===== src/rtl/dcache_data_arbiter.sv =====
// Shares the single-port dcache data SRAM between refill bursts, stores and loads.
// The grant is decided in the same cycle as the request, and a load's data returns one cycle after its grant.
module dcache_data_arbiter #(
    parameter int DATA_WIDTH   = 32,
    parameter int NUM_WORDS    = 256,
    parameter int LINE_WORDS   = 4,
    parameter int STARVE_LIMIT = 4,
    localparam int AW = $clog2(NUM_WORDS),
    localparam int LW = $clog2(LINE_WORDS),
    localparam int BW = DATA_WIDTH / 8
) (
    input  logic                  clk_i,
    input  logic                  rst_ni,
    // refill path
    input  logic                  rf_valid_i,
    input  logic [AW-LW-1:0]      rf_line_i,
    input  logic [DATA_WIDTH-1:0] rf_wdata_i,
    output logic                  rf_ready_o,
    output logic                  rf_done_o,
    // store path
    input  logic                  st_req_i,
    input  logic [AW-1:0]         st_addr_i,
    input  logic [BW-1:0]         st_be_i,
    input  logic [DATA_WIDTH-1:0] st_wdata_i,
    output logic                  st_gnt_o,
    // load path
    input  logic                  ld_req_i,
    input  logic [AW-1:0]         ld_addr_i,
    output logic                  ld_gnt_o,
    output logic                  ld_rvalid_o,
    output logic [DATA_WIDTH-1:0] ld_rdata_o,
    // data store SRAM
    output logic                  ds_en_o,
    output logic                  ds_we_o,
    output logic [BW-1:0]         ds_be_o,
    output logic [AW-1:0]         ds_addr_o,
    output logic [DATA_WIDTH-1:0] ds_wdata_o,
    input  logic [DATA_WIDTH-1:0] ds_rdata_i
);

    localparam int SW = $clog2(STARVE_LIMIT + 1);
    localparam logic [SW-1:0] STARVE_MAX = SW'(STARVE_LIMIT);
    localparam logic [LW-1:0] LAST_BEAT  = LW'(LINE_WORDS - 1);

    localparam logic [0:0] IDLE   = 1'b0;
    localparam logic [0:0] REFILL = 1'b1;

    logic [0:0]    state_q, state_d;
    logic [LW-1:0] beat_cnt_q, beat_cnt_d;
    logic [SW-1:0] starve_cnt_q, starve_cnt_d;
    logic          ld_rvalid_q;
    logic          rf_done_q, rf_done_d;

    logic in_idle;
    logic rf_fire;
    logic ld_boost;
    logic st_win;
    logic ld_win;
    logic last_beat;

    // Refill is never back-pressured, so every valid beat is written immediately.
    assign in_idle    = (state_q == IDLE);
    assign rf_ready_o = 1'b1;
    assign rf_fire    = rf_valid_i;
    assign last_beat  = (beat_cnt_q == LAST_BEAT);

    // A load that has lost to stores STARVE_LIMIT times in a row overtakes the store.
    assign ld_boost = ld_req_i && (starve_cnt_q == STARVE_MAX);
    assign st_win   = in_idle && !rf_fire && st_req_i && !ld_boost;
    assign ld_win   = in_idle && !rf_fire && ld_req_i && (!st_req_i || ld_boost);

    assign st_gnt_o    = st_win;
    assign ld_gnt_o    = ld_win;
    assign ld_rvalid_o = ld_rvalid_q;
    assign ld_rdata_o  = ld_rvalid_q ? ds_rdata_i : '0;
    assign rf_done_o   = rf_done_q;

    always_comb begin
        ds_en_o    = 1'b0;
        ds_we_o    = 1'b0;
        ds_be_o    = '0;
        ds_addr_o  = '0;
        ds_wdata_o = '0;
        if (rf_fire) begin
            ds_en_o    = 1'b1;
            ds_we_o    = 1'b1;
            ds_be_o    = '1;
            ds_addr_o  = {rf_line_i, beat_cnt_q};
            ds_wdata_o = rf_wdata_i;
        end else if (st_win) begin
            ds_en_o    = 1'b1;
            ds_we_o    = 1'b1;
            ds_be_o    = st_be_i;
            ds_addr_o  = st_addr_i;
            ds_wdata_o = st_wdata_i;
        end else if (ld_win) begin
            ds_en_o   = 1'b1;
            ds_addr_o = ld_addr_i;
        end
    end

    always_comb begin
        state_d    = state_q;
        beat_cnt_d = beat_cnt_q;
        rf_done_d  = 1'b0;
        case (state_q)
            IDLE: begin
                if (rf_fire) begin
                    beat_cnt_d = LW'(1);
                    state_d    = REFILL;
                end
            end
            REFILL: begin
                if (rf_fire) begin
                    if (last_beat) begin
                        beat_cnt_d = '0;
                        state_d    = IDLE;
                        rf_done_d  = 1'b1;
                    end else begin
                        beat_cnt_d = beat_cnt_q + LW'(1);
                    end
                end
            end
            default: begin
                state_d    = IDLE;
                beat_cnt_d = '0;
            end
        endcase
    end

    // Only store-won cycles count as starvation; refill cycles leave the count untouched.
    always_comb begin
        starve_cnt_d = starve_cnt_q;
        if (ld_win) begin
            starve_cnt_d = '0;
        end else if (st_win && ld_req_i && (starve_cnt_q != STARVE_MAX)) begin
            starve_cnt_d = starve_cnt_q + SW'(1);
        end
    end

    always_ff @(posedge clk_i or negedge rst_ni) begin
        if (!rst_ni) begin
            state_q      <= IDLE;
            beat_cnt_q   <= '0;
            starve_cnt_q <= '0;
            ld_rvalid_q  <= 1'b0;
            rf_done_q    <= 1'b0;
        end else begin
            state_q      <= state_d;
            beat_cnt_q   <= beat_cnt_d;
            starve_cnt_q <= starve_cnt_d;
            ld_rvalid_q  <= ld_win;
            rf_done_q    <= rf_done_d;
        end
    end

endmodule


===== config.mk =====
export PLATFORM = sky130hd
export DESIGN_NAME = dcache_data_arbiter
export DESIGN_NICKNAME = d
export VERILOG_FILES = /design/src/rtl/dcache_data_arbiter.sv
export SDC_FILE = /design/constraint.sdc
export NUM_CORES = 1
export LEC_CHECK = 0
export ABC_CLOCK_PERIOD_IN_PS = 1550
export CAP_MARGIN = 0
export CORE_ASPECT_RATIO = 0.75
export CORE_MARGIN = 10
export CORE_UTILIZATION = 22
export CTS_BUF_LIST = sky130_fd_sc_hd__clkbuf_4 sky130_fd_sc_hd__clkbuf_8
export DETAILED_ROUTE_END_ITERATION = 6
export GPL_TIMING_DRIVEN = 0
export PLACE_DENSITY = 0.9
export SYNTH_ARGS = -nofsm -noshare
export SYNTH_HDL_FRONTEND = slang
export SYNTH_SLANG_ARGS = --single-unit

===== constraint.sdc =====
create_clock -name clk_i -period 1.55 [get_ports clk_i]
set_clock_uncertainty 0.2 [all_clocks]
set_input_delay 0.155 -clock clk_i [delete_from_list [all_inputs] [get_ports clk_i]]
set_output_delay 0.155 -clock clk_i [all_outputs]
set_load 0.01 [all_outputs]

==> metrics.txt <==
# TYPE chip_impl_metric gauge
chip_impl_info{name="status",value="finished, violations left"} 1
chip_impl_info{name="violated_checks",value="negative setup slack"} 1
chip_impl_metric{name="portBuffers",unit=""} 207
chip_impl_metric{name="numCtsBuffers",unit=""} 3
chip_impl_metric{name="synth-seq-cells",unit=""} 8
chip_impl_info{name="rsz_0062_raised_after_global_routing",value="yes"} 1
chip_impl_info{name="layout_commonest_cell",value="sky130_fd_sc_hd__clkdlybuf4s50_1"} 1
chip_impl_metric{name="detailedPlace.worstSlack",unit="ns"} -1.23
chip_impl_metric{name="asyncSetResetFlopFracSynth",unit=""} 1.00
chip_impl_metric{name="gp_routability_congestion",unit=""} 0.873
chip_impl_metric{name="first_global_vias",unit=""} 2680
chip_impl_metric{name="ios",unit=""} 210
chip_impl_metric{name="layout.filler_cells",unit=""} 517
chip_impl_metric{name="design.die.area",unit="sq um"} 10100
chip_impl_metric{name="routed_wire_length_per_instance",unit="microns"} 19.9
chip_impl_metric{name="pwr_dens",unit="nW/um^2"} 691
chip_impl_metric{name="post-dp-hpwl",unit="microns"} 8320
chip_impl_metric{name="pwr-share-clk",unit=""} 0.088
chip_impl_metric{name="die_y_extent",unit="microns"} 89.6
chip_impl_info{name="cts_root_buf",value="sky130_fd_sc_hd__clkbuf_8"} 1
chip_impl_metric{name="yosysSeqAreaShare",unit=""} 0.141
chip_impl_metric{name="grt_util_all_layers",unit=""} 0.187
chip_impl_metric{name="initial_antenna_violation_count",unit=""} 0
chip_impl_metric{name="syn_avg_cell_area",unit="sq um"} 6.07
chip_impl_metric{name="initialDrtViolationCount",unit=""} 173
chip_impl_metric{name="max_cap_violations",unit=""} 0
chip_impl_metric{name="report.final.setup_viol",unit=""} 48
chip_impl_metric{name="largest_net_degree_at_the_start_of_global_routing",unit=""} 11
chip_impl_metric{name="power.internal",unit="mW"} 1.69
chip_impl_metric{name="combPwrFrac",unit=""} 0.777
chip_impl_metric{name="unique_cell_type_count_in_the_yosys_netlist",unit=""} 27
chip_impl_metric{name="final.setup.worst_slack",unit="ns"} -0.523
chip_impl_metric{name="util_after_layout",unit=""} 0.660
chip_impl_metric{name="first_pass_grt_wire_length",unit="microns"} 15200
chip_impl_metric{name="remaining_drc_errors",unit=""} 0
chip_impl_metric{name="synth-compound-area-share",unit=""} 0.253
chip_impl_metric{name="cts-hold-fix-buffers",unit=""} 0
chip_impl_metric{name="drt_pass1_iterations",unit=""} 6
chip_impl_metric{name="post_synthesis_adder_cell_area_fraction",unit=""} 0.0264
chip_impl_metric{name="sequential_cell_area",unit="sq um"} 200
chip_impl_info{name="synth-main-ff-cell",value="sky130_fd_sc_hd__dfrtp_1"} 1
chip_impl_metric{name="wirelength",unit="microns"} 10800
chip_impl_info{name="r2r-end",value="starve_cnt_q[2]$_DFFE_PN0P_"} 1
chip_impl_metric{name="dr_vias_cell",unit=""} 4.75
chip_impl_metric{name="worst_ep_required_time",unit="ns"} 1.19
chip_impl_metric{name="r2r_slack",unit="ns"} -0.15
chip_impl_metric{name="synth.area.mux_share",unit=""} 0
chip_impl_metric{name="final_layout_size_suffix_gt1_frac",unit=""} 0.458
chip_impl_metric{name="sw_pwr",unit="mW"} 1.18
chip_impl_metric{name="r2r.worst_path.cells",unit=""} 4
chip_impl_info{name="cts_tree",value="done"} 1
chip_impl_metric{name="clk_pin_slew_worst_paths",unit="ns"} 0.04
chip_impl_info{name="timing.critical_path.from",value="state_q$_DFF_PN0_"} 1
chip_impl_metric{name="switching_portion_of_total_power",unit=""} 0.410
chip_impl_metric{name="finalNetCount",unit=""} 595
chip_impl_metric{name="final-max-slew-violation-count",unit=""} 0
chip_impl_metric{name="post_route_setup_tns",unit="ns"} -19.08
chip_impl_metric{name="post_route_antenna_net_violation_count",unit=""} 0
chip_impl_info{name="combinational_family_with_the_most_area_after_synthesis",value="simple AND/OR/NAND/NOR gates"} 1
chip_impl_metric{name="cts_buffer_depth",unit=""} 2
chip_impl_metric{name="multi_input_area",unit="sq um"} 1450
chip_impl_metric{name="seq_power_share",unit=""} 0.135
chip_impl_metric{name="timing.critical_path.fanout_max",unit=""} 9
chip_impl_info{name="kind_of_start_point_of_the_critical_path",value="register"} 1
chip_impl_info{name="final_cell_mix",value="sky130_fd_sc_hd__clkdlybuf4s50_1, sky130_fd_sc_hd__buf_2, sky130_fd_sc_hd__nand2_1, sky130_fd_sc_hd__o21ai_2, sky130_fd_sc_hd__buf_6"} 1
chip_impl_metric{name="timing.final.crit_period",unit="ns"} 2.07
chip_impl_metric{name="mapped_area",unit="sq um"} 1420
chip_impl_metric{name="synth_simple_gate_area_share",unit=""} 0.464
chip_impl_info{name="worstReg2RegStart",value="state_q$_DFF_PN0_"} 1
chip_impl_metric{name="dr_vias",unit=""} 2585
chip_impl_metric{name="number_of_flops_mapped_to_enable_cells_by_yosys",unit=""} 0
chip_impl_metric{name="num_antenna_cells",unit=""} 0
chip_impl_metric{name="start_util",unit=""} 0.226
chip_impl_metric{name="area_growth_syn_to_layout",unit="%"} 192
chip_impl_info{name="end_kind",value="output pin"} 1
chip_impl_metric{name="fmaxAchievable",unit="MHz"} 482
chip_impl_metric{name="synthesized_instance_count",unit=""} 234
chip_impl_metric{name="syn-num-nets",unit=""} 364
chip_impl_metric{name="cp_data_arrival_time",unit="ns"} 1.72
chip_impl_metric{name="ys_warn_count",unit=""} 0
chip_impl_metric{name="placementRows",unit=""} 25
chip_impl_metric{name="fp.coreArea",unit="sq um"} 6290
chip_impl_info{name="holdCritPathClass",value="in2async"} 1
chip_impl_metric{name="global_route.overflow_total",unit=""} 0
chip_impl_metric{name="htreeDepth",unit=""} 1
chip_impl_metric{name="worstSkewPairLatency",unit="ns"} 0.23
chip_impl_metric{name="xor_xnor_share_of_the_synthesized_area",unit=""} 0
chip_impl_metric{name="irDropWorstVdd",unit="uV"} 435
chip_impl_metric{name="timing.final.hold_violations",unit=""} 0
chip_impl_metric{name="die_w",unit="microns"} 113
chip_impl_metric{name="numClockSinks",unit=""} 8
chip_impl_metric{name="cell_leakage_power",unit="nW"} 1.86
chip_impl_info{name="timing.setup.critical_path_class",value="reg2out"} 1
chip_impl_metric{name="period_utilization_post_route",unit=""} 1.34
-- power groups by stage --
stage | Sequential [mW] | Combinational [mW] | Clock [mW]
floorplan | 0.359 | 0.744 | 0
global placement | 0.369 | 1.55 | 0
detailed placement | 0.375 | 1.59 | 0
CTS | 0.366 | 1.82 | 0.256
global route | 0.396 | 2.38 | 0.270
finish | 0.387 | 2.23 | 0.251
-- flip-flops by register name, summed over array words and instances (netlist names) --
name,count
state_q,1
ld_rvalid_o,1
beat_cnt_q,2
starve_cnt_q,3
rf_done_o,1
-- cells in the mapped netlist (all sizes together) (2+ instances only) --
cell type / number / area [sq um]
nor2: 3 / 11.3
nand3: 42 / 210
inv: 12 / 45.0
and2: 33 / 206
a21o: 5 / 37.5
o21ai: 34 / 170
nand4: 2 / 12.5
nor3: 2 / 10.0
ha: 3 / 37.5
o221ai: 8 / 120
nand2: 46 / 173
dfrtp: 8 / 200
clkbuf: 19 / 72.6
buf: 7 / 43.8
-- what timing repair did --
item,4_1_cts,5_1_grt
buffers inserted,9,8
gates resized for setup,410,53
gates cloned,4,3
pin swaps,10,11
endpoints found under the setup margin,87,80
-- worst max-delay path, stage by stage (launching register included) --
cell and delay [ns]:
sky130_fd_sc_hd__dfrtp_1 0.41, sky130_fd_sc_hd__or3b_4 0.42, sky130_fd_sc_hd__a21o_1 0.17, sky130_fd_sc_hd__buf_6 0.15, sky130_fd_sc_hd__o221ai_4 0.20, sky130_fd_sc_hd__buf_6 0.14
-- cell type report --
cell class,count,share of cell area
Multi-Input combinational cell,189,0.349
Timing Repair Buffer,227,0.490
Buffer,24,0.0682
Inverter,12,0.0109
Sequential cell,8,0.0483
Clock buffer,3,0.00995
Tap cell,81,0.0244
-- layer usage --
| metal | global-route usage | wire [microns] |
|---|---|---|
| met1 | 0.201 | 4060 |
| met2 | 0.383 | 6270 |
| met4 | 0.0276 | 49 |
| met3 | 0.0286 | 437 |
| met5 | 0 | 0 |
-- stage by stage --
stage               power [mW]  hold slack (ns)  instances  cell area [sq um]
floorplan                 1.10           -0.341        234               1560
global placement          1.92            0.256        522               3730
detailed placement        1.96            0.273        522               3730
CTS                       2.44           0.0317        537               3850
global route              3.04           0.0534        544               4150
finish                    2.87           0.0209        544               4150
-- worst max path at each step --
stage | to | slack (ns) | depth (start not counted)
2_1_floorplan | ds_addr_o[0] | -0.19 | 5
3_3_place_gp | ds_addr_o[0] | -1.22 | 6
3_5_place_dp | ds_addr_o[0] | -1.23 | 6
4_1_cts | ds_addr_o[0] | -0.51 | 5
5_1_grt | ds_addr_o[4] | -0.56 | 5
6_report | ds_addr_o[0] | -0.52 | 5
-- logic make-up after synthesis --
group / Yosys count
AOI/OAI and AO/OA: 51
adders and majority gates: 3
buffers and inverters: 38
other: 1
and+or+nand+nor: 133
DFF: 8
Power figures use the tool's default switching activity.
